File: config.mk
export PLATFORM = sky130hd
export DESIGN_NAME = writeback_commit
export DESIGN_NICKNAME = d
export VERILOG_FILES = /design/src/rtl/writeback_commit.sv
export SDC_FILE = /design/constraint.sdc
export NUM_CORES = 2
export LEC_CHECK = 0
export ABC_AREA = 1
export CORE_AREA = 3 3 530 532
export CTS_CLUSTER_SIZE = 20
export DETAILED_ROUTE_END_ITERATION = 7
export DIE_AREA = 0 0 533 535
export SLEW_MARGIN = 20
export SYNTH_ARGS = -nofsm -noshare
export SYNTH_HDL_FRONTEND = slang
export SYNTH_SLANG_ARGS = --single-unit
File: constraint.sdc
create_clock -name clk -period 2.2 [get_ports clk]
set_clock_uncertainty 0.1 [all_clocks]
set_input_delay 0.44 -clock clk [delete_from_list [all_inputs] [get_ports clk]]
set_output_delay 0.44 -clock clk [all_outputs]
set_load 0.02 [all_outputs]
File: src/rtl/writeback_commit.sv
// Writeback/commit stage: owns the register file and scoreboard, counts retirements, halts on kill.
// Latency 1 cycle (commit visible the cycle after accept); ready drops only once halted, and only reset exits halt.
module writeback_commit #(
    parameter int NUM_REGS     = 16,
    parameter int REG_IDX_W    = 4,
    parameter int DATA_W       = 64,
    parameter int NUM_WB_PORTS = 2,
    parameter int NUM_SRC      = 2
) (
    input  logic                              clk,
    input  logic                              reset,
    input  logic                              wbValidIn,
    output logic                              wbReadyOut,
    input  logic                              killIn,
    input  logic [63:0]                       currentRipIn,
    input  logic [NUM_SRC*REG_IDX_W-1:0]      srcRegIn,
    input  logic [NUM_SRC-1:0]                srcValidIn,
    input  logic [NUM_WB_PORTS*REG_IDX_W-1:0] destRegIn,
    input  logic [NUM_WB_PORTS-1:0]           destValidIn,
    input  logic [NUM_WB_PORTS*DATA_W-1:0]    resultIn,
    input  logic                              reserveValidIn,
    input  logic [NUM_REGS-1:0]               reserveMaskIn,
    output logic [NUM_REGS*DATA_W-1:0]        regFileOut,
    output logic [NUM_REGS-1:0]               regInUseOut,
    output logic                              retireValidOut,
    output logic [63:0]                       retireRipOut,
    output logic [31:0]                       retireCountOut,
    output logic                              haltedOut
);

    if (NUM_REGS > 2**REG_IDX_W) begin : g_bad_params
        $error("NUM_REGS does not fit in REG_IDX_W bits");
    end

    typedef enum logic {ST_RUN, ST_HALTED} state_t;

    state_t              state_q;
    logic [DATA_W-1:0]   regs_q [NUM_REGS];
    logic [DATA_W-1:0]   regs_d [NUM_REGS];
    logic [NUM_REGS-1:0] inuse_q;
    logic [NUM_REGS-1:0] inuse_d;
    logic [NUM_REGS-1:0] release_mask;
    logic                retire_vld_q;
    logic [63:0]         retire_rip_q;
    logic [31:0]         retire_cnt_q;
    logic                accept;

    assign accept = wbValidIn && (state_q == ST_RUN);

    // Decode per register rather than index the array, so out-of-range indices match nothing.
    always_comb begin
        release_mask = '0;
        regs_d       = regs_q;
        for (int r = 0; r < NUM_REGS; r++) begin
            for (int s = 0; s < NUM_SRC; s++) begin
                if (accept && srcValidIn[s] &&
                    srcRegIn[s*REG_IDX_W +: REG_IDX_W] == REG_IDX_W'(r)) begin
                    release_mask[r] = 1'b1;
                end
            end
            // Ascending port order: the highest matching port's result lands last.
            for (int p = 0; p < NUM_WB_PORTS; p++) begin
                if (accept && destValidIn[p] &&
                    destRegIn[p*REG_IDX_W +: REG_IDX_W] == REG_IDX_W'(r)) begin
                    release_mask[r] = 1'b1;
                    regs_d[r]       = resultIn[p*DATA_W +: DATA_W];
                end
            end
        end
        inuse_d = inuse_q & ~release_mask;
        if (reserveValidIn && state_q == ST_RUN) begin
            inuse_d = inuse_d | reserveMaskIn;
        end
    end

    always_ff @(posedge clk) begin
        if (reset) begin
            state_q      <= ST_RUN;
            inuse_q      <= '0;
            retire_vld_q <= 1'b0;
            retire_rip_q <= '0;
            retire_cnt_q <= '0;
            for (int r = 0; r < NUM_REGS; r++) begin
                regs_q[r] <= '0;
            end
        end else begin
            regs_q       <= regs_d;
            inuse_q      <= inuse_d;
            retire_vld_q <= accept;
            if (accept) begin
                retire_rip_q <= currentRipIn;
                retire_cnt_q <= retire_cnt_q + 32'd1;
                if (killIn) begin
                    state_q <= ST_HALTED;
                end
            end
        end
    end

    for (genvar g = 0; g < NUM_REGS; g++) begin : g_rf_out
        assign regFileOut[g*DATA_W +: DATA_W] = regs_q[g];
    end

    assign regInUseOut    = inuse_q;
    assign retireValidOut = retire_vld_q;
    assign retireRipOut   = retire_rip_q;
    assign retireCountOut = retire_cnt_q;
    assign wbReadyOut     = (state_q == ST_RUN);
    assign haltedOut      = (state_q == ST_HALTED);

endmodule

==> out/qor.yml <==
cpLargestDelayFamily: "flip-flops"
critPathKind: "flop to primary output"
worstPathArrival_ns: 1.60
grt_pass1_wl_um: 493000
holdCritPathClass: "primary input to flop"
grt_remaining_overflow: 0
yosysMostFrequentCell: "nand2_1"
io_pins: 1372
cp_cell_sequence: "clkdlybuf4s15_1"
drv_cap: 0
reg2reg_from: "haltedOut"
die_y_um: 535
synthesis.nets: 8189
post-place-ws_ns: -0.632
avgSynthCellArea_um2: 6.61
vias: 63200
hold_viol: 0
htree_num_levels: 4
synth-edff-count: 0
cts_tree: "built"
numPortBuffers: 1371
netlist_area_mm2: 0.0525
final_nets: 9733
start_util_pct: 19.0
fillers: 30500
cp-end-kind: "primary output"
synth_top_area_share_pct: 43.4
setup_slack_ns: 0.0570
via_per_inst: 4.74
worst_pin_slew_ns: 0.641
synth_top_cell_by_area: "dfxtp_1"
dr.pass1.iters: 6
grt_pass1_vias: 57200
vdd.ir_drop.worst_uv: 493
period_share_pct: 97.4
synth_area_leaders: "dfxtp_1 43%, nand2_1 17%, o21ai_0 11%"
crit_fanout: 2
synth.cells.most_frequent: "2395 x nand2_1, 1138 x dfxtp_1, 1131 x o21ai_0, 797 x inv_1, 713 x a21oi_1"
rsz0062_at_grt: "true"
crit_path_end: "regInUseOut[5]"
p_per_area_mw_per_mm2: 664
timing.critical_path.slowest_stage_cell: "dfxtp_1"
wl_um: 369000
crit_required_ns: 1.66
num_rows: 193
post_drt_wl_per_cell_um: 27.7
numCtsBuffers: 147
dpl_cell_area_mm2: 0.0760
die_width_um: 533
track_usage_pct: 24.6
initialDrtViolationCount: 7200
start_kind: "flop"
worstSetupPathDepth: 1
core_area_mm2: 0.276
antenna_found_initial: 53
clk_path_buf_depth: 4
power.leakage_uw: 0.0395
instances_no_fill: 13300
synth_seq_cells: 1138
worst_r2r_endpoint: "regFileOut[577]"
ff2ff_path_depth: 10
dp.cells: 13100
synth_seq_area_share_pct: 43.4
cts.clk_slew.worst_paths_ns: 0.06
drtAntennaViolNets: 0
rrSetupSlack_ns: 0.07
grt_max_degree: 95
clkLatencyLatePin_ns: 0.80
cts_root_buf: "clkbuf_16"
cpPeakStageDelay_ns: 0.45
setup_violations: 0
drc: 0
gp_congestion: 0.933
hold_ws_ns: 0.118
fin_area_mm2: 0.0801
yosysWarningCount: 0
final_util_pct: 29.0
outcome: "finished, final reports clean"
cp-startpoint: "regInUseOut[5]"
async_flop_share_pct: 0
drive_above_1_share_pct: 12.4
clock_sinks: 1138
dieArea_mm2: 0.285
maxSlewHeadroom_pct: 57.3
syn2layout_area_growth_pct: 52.3
synthesis.instances: 7955
min_period_ns: 2.14
synth_ff_type: "dfxtp_1"
slew_viol_final: 0
crit_buf_inv: 1
synth_cell_types: 34
dp_hpwl_um: 284000
fmax_mhz: 467
-- logic make-up (layout without fill, tap and decap cells) --
family,after synthesis,count (layout),synth area share [%]
simple gates,3336,3336,25.6
compound gates,2012,2012,20.0
buf+inv,1465,3113,11.0
flops,1138,1138,43.4
xor+xnor,3,3,0.0500
fa+ha+maj,1,1,0.0238
other cells,0,25,0
-- layer usage --
metal / up-vias / track usage [%] / wire, um
li1: 28800 / - / -
met1: 29700 / 31.0 / 147000
met2: 3915 / 37.7 / 158000
met3: 794 / 7.29 / 40400
met4: 16 / 13.0 / 22900
met5: - / 0 / 118
-- placed cells by master, fill, tap and decap left out, types with 90 or more instances in the layout --
cell type,netlist,routed
a21oi_1,713,713
nand2_1,2395,2376
buf_4,25,522
clkdlybuf4s50_1,0,230
clkdlybuf4s15_2,0,133
dfxtp_1,1138,1119
dlygate4sd2_1,0,848
clkbuf_16,0,151
clkdlybuf4s15_1,0,90
nand3_1,644,641
nor2_1,260,252
buf_12,0,202
inv_1,797,795
o21ai_0,1131,1121
o211ai_1,142,142
-- stage by stage --
| step | setup TNS, ns | power [uW] |
|---|---|---|
| after global routing | -0.701 | 54700 |
| after CTS | 0 | 53600 |
| after global placement | -442.74 | 28200 |
| after detailed placement | -456.32 | 28200 |
| after floorplan | 0 | 24100 |
| final | 0 | 53200 |
-- where the power goes --
| group | switching [uW] | leakage, uW | internal (uW) |
|---|---|---|---|
| Sequential | 293 | 0.00921 | 21000 |
| Combinational | 4200 | 0.0279 | 2100 |
| Clock | 10500 | 0.00244 | 15100 |
| Total | 15000 | 0.0395 | 38200 |
-- flip-flops by register name, indices dropped and copies added (netlist names) --
| register | count |
|---|---|
| regInUseOut | 16 |
| haltedOut | 1 |
| retireRipOut | 64 |
| retireCountOut | 32 |
| regFileOut | 1024 |
| retireValidOut | 1 |
-- final cells by class --
type	instances	area (um^2)	share of cell area, %
Timing Repair Buffer	2047	20200	25.3
Tap cell	3705	4640	5.79
Clock buffer	197	4230	5.29
Multi-Input combinational cell	5352	24300	30.4
Inverter	813	3080	3.85
Clock inverter	56	699	0.874
Sequential cell	1138	22800	28.5
Antenna cell	25	62.6	0.0782
-- how the worst min path moves through the flow --
stage	startpoint	end	slack (ns)	depth (start not counted)
after floorplan	regFileOut[192]	regFileOut[192]	0.44	2
after detailed placement	regFileOut[238]	regFileOut[238]	0.35	2
after CTS	killIn	haltedOut	0.02	3
after global placement	regFileOut[189]	regFileOut[189]	0.35	2
after global routing	reserveMaskIn[4]	regInUseOut[4]	0.08	3
final	killIn	haltedOut	0.12	3
-- timing repair --
item	CTS	global route
setup buffers	0	1
gates resized for setup	1536	20
hold endpoints to repair	7	0
hold buffers	1	0
pin swaps	0	1
endpoints found under the setup margin	1092	55
No activity file was read; power rests on OpenSTA's default activity.
